--- config.mk ---
export PLATFORM = sky130hd
export DESIGN_NAME = adc_pmod
export DESIGN_NICKNAME = d
export VERILOG_FILES = /design/src/rtl/adc_pmod.sv
export SDC_FILE = /design/constraint.sdc
export NUM_CORES = 1
export LEC_CHECK = 0
export BUFFER_PORTS_ARGS = -buffer_cell sky130_fd_sc_hd__buf_2
export CAP_MARGIN = 0
export CORE_UTILIZATION = 55
export CTS_BUF_LIST = sky130_fd_sc_hd__clkbuf_2
export CTS_CLUSTER_SIZE = 8
export DETAILED_ROUTE_END_ITERATION = 12
export GPL_TIMING_DRIVEN = 0
export PLACE_DENSITY_LB_ADDON = 0.05
export SYNTH_ARGS = -nofsm -noshare
export SYNTH_HDL_FRONTEND = slang
export SYNTH_SLANG_ARGS = --single-unit
--- constraint.sdc ---
create_clock -name clk -period 3.08 [get_ports clk]
set_input_delay 0.308 -clock clk [delete_from_list [all_inputs] [get_ports clk]]
set_output_delay 0.308 -clock clk [all_outputs]
set_load 0.02 [all_outputs]
--- src/rtl/adc_pmod.sv ---
// Dual-channel serial ADC (PMOD) frame sequencer feeding a byte-wide tracking FIFO.
// Optional feature: define ADC_PMOD_OVERFLOW_COUNT_EN to implement the dropped-frame counter.
module adc_pmod (
  input  logic        clk,
  input  logic        reset,
  output logic        fifo_clk,
  output logic [7:0]  fifo_data,
  output logic        fifo_write,
  input  logic [10:0] fifo_addr_in,
  input  logic [10:0] fifo_addr_out,
  output logic [1:0]  pmod_out,
  input  logic [1:0]  pmod_in,
  input  logic        enable,
  input  logic [3:0]  clkexp,
  input  logic [15:0] sample_period,
  output logic [7:0]  overflow_count
);

  // state   | meaning
  // IDLE    | waiting for a pending frame start
  // CONVERT | CS_n low, 16 SCLK periods shifting both channels in
  // WRITE   | 4 cycles pushing the frame into the FIFO (or dropping it)
  // QUIET   | CS_n high for 2H cycles before the next frame may start
  localparam logic [1:0] ST_IDLE    = 2'd0;
  localparam logic [1:0] ST_CONVERT = 2'd1;
  localparam logic [1:0] ST_WRITE   = 2'd2;
  localparam logic [1:0] ST_QUIET   = 2'd3;

  logic [1:0]  state_q, state_d;
  logic [15:0] per_q, per_d;
  logic        pend_q, pend_d;
  logic [2:0]  hexp_q, hexp_d;
  logic [7:0]  tmr_q, tmr_d;
  logic [4:0]  edge_q, edge_d;
  logic        sclk_q, sclk_d;
  logic        cs_n_q, cs_n_d;
  logic [15:0] sh_a_q, sh_a_d;
  logic [15:0] sh_b_q, sh_b_d;
  logic [1:0]  wcnt_q, wcnt_d;
  logic        wok_q, wok_d;

  logic [2:0]  hexp_new;
  logic [7:0]  half_new;
  logic [7:0]  half_cur;
  logic [8:0]  quiet_load;
  logic [10:0] used;
  logic [10:0] free;
  logic        room;
  logic        wrap;
  logic        start;
  logic        write_ok;

  assign hexp_new   = clkexp[3] ? 3'd7 : clkexp[2:0];
  assign half_new   = 8'd1 << hexp_new;
  assign half_cur   = 8'd1 << hexp_q;
  assign quiet_load = {half_cur, 1'b0} - 9'd1;

  // 11-bit subtraction gives the pointer distance modulo 2048 for free
  assign used  = fifo_addr_in - fifo_addr_out;
  assign free  = 11'h7FF - used;
  assign room  = (free >= 11'd4);

  // >= keeps the counter bounded if sample_period is lowered mid-count
  assign wrap  = (per_q >= sample_period);
  assign start = (state_q == ST_IDLE) && pend_q && enable;

  always_comb begin
    state_d = state_q;
    per_d   = wrap ? 16'd0 : per_q + 16'd1;
    pend_d  = pend_q;
    hexp_d  = hexp_q;
    tmr_d   = tmr_q;
    edge_d  = edge_q;
    sclk_d  = sclk_q;
    cs_n_d  = cs_n_q;
    sh_a_d  = sh_a_q;
    sh_b_d  = sh_b_q;
    wcnt_d  = wcnt_q;
    wok_d   = wok_q;

    if (!enable) begin
      pend_d = 1'b0;
    end else begin
      if (start) pend_d = 1'b0;
      if (wrap)  pend_d = 1'b1;
    end

    case (state_q)
      ST_IDLE: begin
        if (start) begin
          state_d = ST_CONVERT;
          cs_n_d  = 1'b0;
          sclk_d  = 1'b1;
          hexp_d  = hexp_new;
          tmr_d   = half_new - 8'd1;
          edge_d  = 5'd0;
        end
      end
      ST_CONVERT: begin
        if (tmr_q == 8'd0) begin
          tmr_d  = half_cur - 8'd1;
          sclk_d = ~sclk_q;
          if (!sclk_q) begin
            sh_a_d = {sh_a_q[14:0], pmod_in[0]};
            sh_b_d = {sh_b_q[14:0], pmod_in[1]};
            edge_d = edge_q + 5'd1;
            if (edge_q == 5'd15) begin
              state_d = ST_WRITE;
              cs_n_d  = 1'b1;
              wcnt_d  = 2'd0;
            end
          end
        end else begin
          tmr_d = tmr_q - 8'd1;
        end
      end
      ST_WRITE: begin
        wcnt_d = wcnt_q + 2'd1;
        if (wcnt_q == 2'd0) wok_d = room;
        if (wcnt_q == 2'd3) begin
          state_d = ST_QUIET;
          tmr_d   = quiet_load[7:0];
        end
      end
      default: begin
        if (tmr_q == 8'd0) state_d = ST_IDLE;
        else               tmr_d   = tmr_q - 8'd1;
      end
    endcase
  end

  always_ff @(posedge clk or negedge reset) begin
    if (!reset) begin
      state_q <= ST_IDLE;
      per_q   <= 16'd0;
      pend_q  <= 1'b0;
      hexp_q  <= 3'd0;
      tmr_q   <= 8'd0;
      edge_q  <= 5'd0;
      sclk_q  <= 1'b1;
      cs_n_q  <= 1'b1;
      sh_a_q  <= 16'd0;
      sh_b_q  <= 16'd0;
      wcnt_q  <= 2'd0;
      wok_q   <= 1'b0;
    end else begin
      state_q <= state_d;
      per_q   <= per_d;
      pend_q  <= pend_d;
      hexp_q  <= hexp_d;
      tmr_q   <= tmr_d;
      edge_q  <= edge_d;
      sclk_q  <= sclk_d;
      cs_n_q  <= cs_n_d;
      sh_a_q  <= sh_a_d;
      sh_b_q  <= sh_b_d;
      wcnt_q  <= wcnt_d;
      wok_q   <= wok_d;
    end
  end

  // Room is judged on the first WRITE cycle and held so a frame is never split
  assign write_ok   = (wcnt_q == 2'd0) ? room : wok_q;
  assign fifo_write = (state_q == ST_WRITE) && write_ok;

  always_comb begin
    fifo_data = 8'd0;
    if (fifo_write) begin
      case (wcnt_q)
        2'd0:    fifo_data = sh_b_q[7:0];
        2'd1:    fifo_data = sh_b_q[15:8];
        2'd2:    fifo_data = sh_a_q[7:0];
        default: fifo_data = sh_a_q[15:8];
      endcase
    end
  end

`ifdef ADC_PMOD_OVERFLOW_COUNT_EN
  logic [7:0] ovf_q, ovf_d;

  always_comb begin
    ovf_d = ovf_q;
    if ((state_q == ST_WRITE) && (wcnt_q == 2'd0) && !room && (ovf_q != 8'hFF))
      ovf_d = ovf_q + 8'd1;
  end

  always_ff @(posedge clk or negedge reset) begin
    if (!reset) ovf_q <= 8'd0;
    else        ovf_q <= ovf_d;
  end

  assign overflow_count = ovf_q;
`else
  assign overflow_count = 8'd0;
`endif

  assign fifo_clk = clk;
  assign pmod_out = {sclk_q, cs_n_q};

endmodule

Word level (Yosys, flattened, before mapping)
Index checks and enable logic that the tools add are counted.
- flip-flop bits (word level): 72
- input port bits: 47
- output and inout bits: 20
- $add $sub $neg: 9
- magnitude comparators: 2
- equal/unequal tests: 13
- shifts and indexed selects: 2
- mux-type cells: 35
- bitwise gates (word level): 1
- reductions and logical operators: 17
- operators by type and width (cell ; number):
    case mux 8 bit (3 select lines) ; 2
    two-way mux 8 bit ; 5
    subtractor 8 x 1 -> 8 bit (second input constant) ; 4
    two-way mux 2 bit ; 9
    adder 16 x 1 -> 16 bit (second input constant) ; 1
    >= comparator 16 bit ; 1
    two-way mux 16 bit ; 1
    << shifter 1 x 3 -> 8 bit (first input constant) ; 2
    two-way mux 5 bit ; 3
    >= comparator 11 x 3 -> 1 bit (second input constant) ; 1
    subtractor 11 bit ; 1
    subtractor 11 bit (first input constant) ; 1
    != test 2 bit (second input constant) ; 5
    case mux 5 bit (2 select lines) ; 1
    two-way mux 1 bit ; 9
    AND reduction 3 bit ; 3
    zero test 8 bit ; 1
    AND reduction 4 bit ; 2
    == test 2 bit (second input constant) ; 3
    case mux 2 bit (3 select lines) ; 1
    AND reduction 6 bit ; 1
    adder 5 x 1 -> 5 bit (second input constant) ; 1
    == test 5 x 4 -> 1 bit (second input constant) ; 1
    AND reduction 5 bit ; 1
    13 further kinds ; 19

Logic depth before layout (Yosys ltp)
- depth in word-level cells: 6
- depth in mapped cells: 10
- mapped depth without buffers: 10

==> summary by stage <==
Floorplan
The core region is 8760 sq um. The vertical die dimension is 97.4 um. The floorplan step defined a die boundary enclosing 9480 sq um. During I/O placement, the number of pins put on the boundary was 67. The floorplan has 34 rows. From left edge to right edge, the die measures 97.4 um. The initial utilization of the core area, before any placement, comes to 0.571.

Timing
The setup clock skew after layout is 23.1 ps. The post-route worst setup slack is 175 ps. The total count of max-transition violations in the final report was 0.

The sum of negative setup slack is 0 ps. For this run, the top clock speed supported by timing is 344 MHz. The tightest hold path in the finished design has a slack of 44.7 ps. Headroom to the max-slew limit came out at 0.669. The setup violation total in the final timing report is 0.

The hold violation count in the final report came to 0. For the pin with the worst max-slew slack, the measured transition is 494 ps. The post-route clock period utilization is 0.943. Setup repair after global routing left no endpoint under its margin. After layout, the minimum clock period comes to 2910 ps.

Critical path
The worst setup path is launched from an input port. The category of the worst setup path capture point is an output port. Counting cells, the worst reg-to-reg path comes to 9. For flop-to-flop paths, the worst setup slack is 530 ps. The setup path with the least slack is of type in -> out.

Data on the critical path is required at its endpoint by 2770 ps. The critical path data arrival time is 2600 ps. Along the worst path, the maximum fanout reaches 10.

The origin of the critical flop-to-flop path is hexp_q[1]$_DFFE_PN0P_. The endpoint identified for the worst register-to-register timing path is tmr_q[5]$_DFFE_PN0P_.

Logic synthesis
Of the post-synthesis cell area, the dominant cell type holds 0.350. For this run, the register share of the synthesized area comes to 0.361. After synthesis, the share of flip-flops with an asynchronous set or reset is 1.00. Of the total synthesized cell area, the portion taken by AND, OR, NAND and NOR gates is 0.144. The biggest area consumer among synthesized cells is sky130_fd_sc_hd__dfrtp_1. After synthesis, the cell types taking the most area are sky130_fd_sc_hd__dfrtp_1 35%, sky130_fd_sc_hd__ha_1 10%, sky130_fd_sc_hd__mux2_2 7.4%, sky130_fd_sc_hd__o21ai_0 3.5%, sky130_fd_sc_hd__inv_1 3.3%. The count of different cell masters after synthesis is 69.

The most used flip-flop cell after synthesis is sky130_fd_sc_hd__dfrtp_1. The dominant combinational cell family by area after synthesis is compound AO/OA/AOI/OAI gates. The total standard cell area after synthesis is 5000 sq um. Of the total synthesized cell area, the portion taken by full adders, half adders and majority gates is 0.107. The total of flip-flops plus latches after synthesis is 72. Each instance of the synthesized netlist takes up on average 9.20 sq um. Of the post-synthesis cell area, the part taken by muxes is 0.0783.

The Yosys step of the flow raised 0 warnings. In the synthesized netlist, the number of instances is 544. The number of flops mapped to enable cells by yosys is 0. The xor and xnor fraction of the mapped netlist area is 0.0383.

The compound-gate portion of the synthesized area is 0.201.

Detailed routing
The number of DRC markers after the initial detailed-route iteration is 195. The detailed-router iteration count before antenna repair is 6. The post-detailed-route via-to-cell ratio is 5.69.

The average wire per cell in the routed design is 14.7 um. Detailed routing inserted a total of 4236 vias. The routed wire length is 10900 um.

The number of nets with antenna violations after detailed routing is 0. In the routed design, unresolved DRC markers number 0.

Clock tree
At the later pin of the worst-skew pair, clock insertion delay measures 630 ps. TritonCTS built the clock tree. The clock transition at the registers of the reported paths is 220 ps.

Placed design
The port buffer count is 57. The congestion estimate from routability-driven global placement came to 0.875. The half-perimeter wire length after placement is 8050 um. The minimum setup slack after placement is 18.9 ps. Once placement completed, the tool counted placed cells totaling 717.

Worst hold path
The end point of the most critical hold path is hexp_q[0]$_DFFE_PN0P_. The min-delay analysis places its worst path in the category in -> reg. The worst hold path begins at clkexp[0]. Along the worst hold path, the cell count comes to 3.

Run status
The run finished with clean final reports.

Global routing
The maximum number of pins on one net before global-route repair is 73. The total overflow left after global routing is 0. The first-pass GRT wire length is 19000 um.

The number of antenna violations at the first check in global routing is 0. The via count of the first global-routing pass was 4225. In the global route stage, overall resource usage came out at 0.248.

Power
The areal power density over the cells is 570 nW/um^2. The leakage power summed over all cells is 2.88 nW. The maximum ir drop on the vdd rail is 0.297 mV.

Finish
Of the cells placed in the final design, the portion with a size suffix greater than 1 is 0.228. Once layout is complete, the utilization of the core stands at 0.652. In the layout the commonest cells are 70 x sky130_fd_sc_hd__dfrtp_1, 56 x sky130_fd_sc_hd__buf_2, 43 x sky130_fd_sc_hd__nor2_1. Leaving out fill and tap cells, the most frequent cell in the layout is sky130_fd_sc_hd__dfrtp_1.

The repair_antennas step left the layout with diodes totalling 0. The number of nets in the layout is 721. Excluding fillers, the count of instances in the completed layout stands at 745.

The layout overhead on the synthesized area is 14.2%.

Flow run
Across the run, the number of max-cap violations was 0.
## critical path, cell delays in order
cell and delay (ps):
sky130_fd_sc_hd__buf_2 70, sky130_fd_sc_hd__inv_1 30, sky130_fd_sc_hd__ha_1 400, sky130_fd_sc_hd__a21o_1 270, sky130_fd_sc_hd__a2111oi_1 460, sky130_fd_sc_hd__and4_1 250
sky130_fd_sc_hd__nor3_1 80, sky130_fd_sc_hd__xnor2_2 390, sky130_fd_sc_hd__a21oi_1 140, sky130_fd_sc_hd__buf_4 180
## state kept, by name, indices dropped and copies added (netlist names)
register  cells
per_q        16
sh_a_q       16
sh_b_q       16
tmr_q         8
edge_q        5
hexp_q        3
state_q       2
wcnt_q        2
cs_n_q        1
pend_q        1
sclk_q        1
wok_q         1
## cells by family after synthesis
kind of cell,Yosys count
flops,72
compound gates,147
buf+inv,80
fa+ha+maj,42
mux,35
simple gates,146
xor+xnor,21
other cells,1
## per-stage QoR
stage | cell area [sq um] | power, mW
6_report | 5720 | 3.26
5_1_grt | 5720 | 3.54
4_1_cts | 5690 | 3.24
3_5_place_dp | 5480 | 2.68
3_3_place_gp | 5450 | 2.63
2_1_floorplan | 5030 | 2.29
## power by group
part / total (mW) / switching, mW / internal (mW) / leakage (nW)
clock network: 0.593 / 0.419 / 0.174 / 0.0837
logic: 1.43 / 0.882 / 0.552 / 1.84
registers: 1.23 / 0.156 / 1.08 / 0.962
## cell usage after synthesis (all sizes together) (2+ instances only)
cell type,n
o21a,5
mux2,33
or3,4
dfrtp,70
or2,3
inv,44
a211oi,2
nor2,43
nor3b,2
o2bb2ai,2
a222oi,8
nand4,5
a22o,4
a32oi,2
nor2b,7
buf,19
a21boi,2
and3,6
o211ai,10
or4,2
nand3,15
o22ai,4
mux2i,2
ha,41
o31ai,3
nand2,36
clkbuf,16
nand2b,4
dfstp,2
a221oi,3
xnor2,11
a2111oi,3
nor3,11
and4,2
o21ai,35
a21oi,32
a22oi,3
xor2,10
o41ai,2
a31oi,6
a21o,11
## worst max path at each step
stage                                startpoint      endpoint  slack, ps  cells past startpoint
after floorplan                 fifo_addr_in[0]  fifo_data[0]        460                     10
after global placement          fifo_addr_in[0]  fifo_data[5]         70                     12
after detailed placement        fifo_addr_in[0]  fifo_data[4]         20                     12
after CTS                 wcnt_q[1]$_DFFE_PN0P_  fifo_data[4]         20                      9
after global routing      wcnt_q[0]$_DFFE_PN0P_  fifo_data[4]         20                      9
final                           fifo_addr_in[6]  fifo_data[4]        170                     10
## metal layers
layer  up-vias  GRT usage  wire length, um
met2        84      0.418             5330
met4         0      0.103              184
met3        17     0.0475              406
met1      2019      0.311             5000
li1       2116          -                -
met5         -          0                0
## final cells by class
cell class,instances,area (sq um)
Inverter,45,169
Sequential cell,72,1800
Clock buffer,13,65.1
Fill cell,738,3050
Clock inverter,7,63.8
Tap cell,108,135
Buffer,35,186
Timing Repair Buffer,66,408
Multi-Input combinational cell,399,2890
## timing repair
item	CTS	global route
endpoints found under the hold margin	77	0
pin swaps	1	3
setup endpoints to repair	9	9
hold buffers	6	0
setup buffers	1	2
resized for setup	0	9
Power figures use the tool's default switching activity.
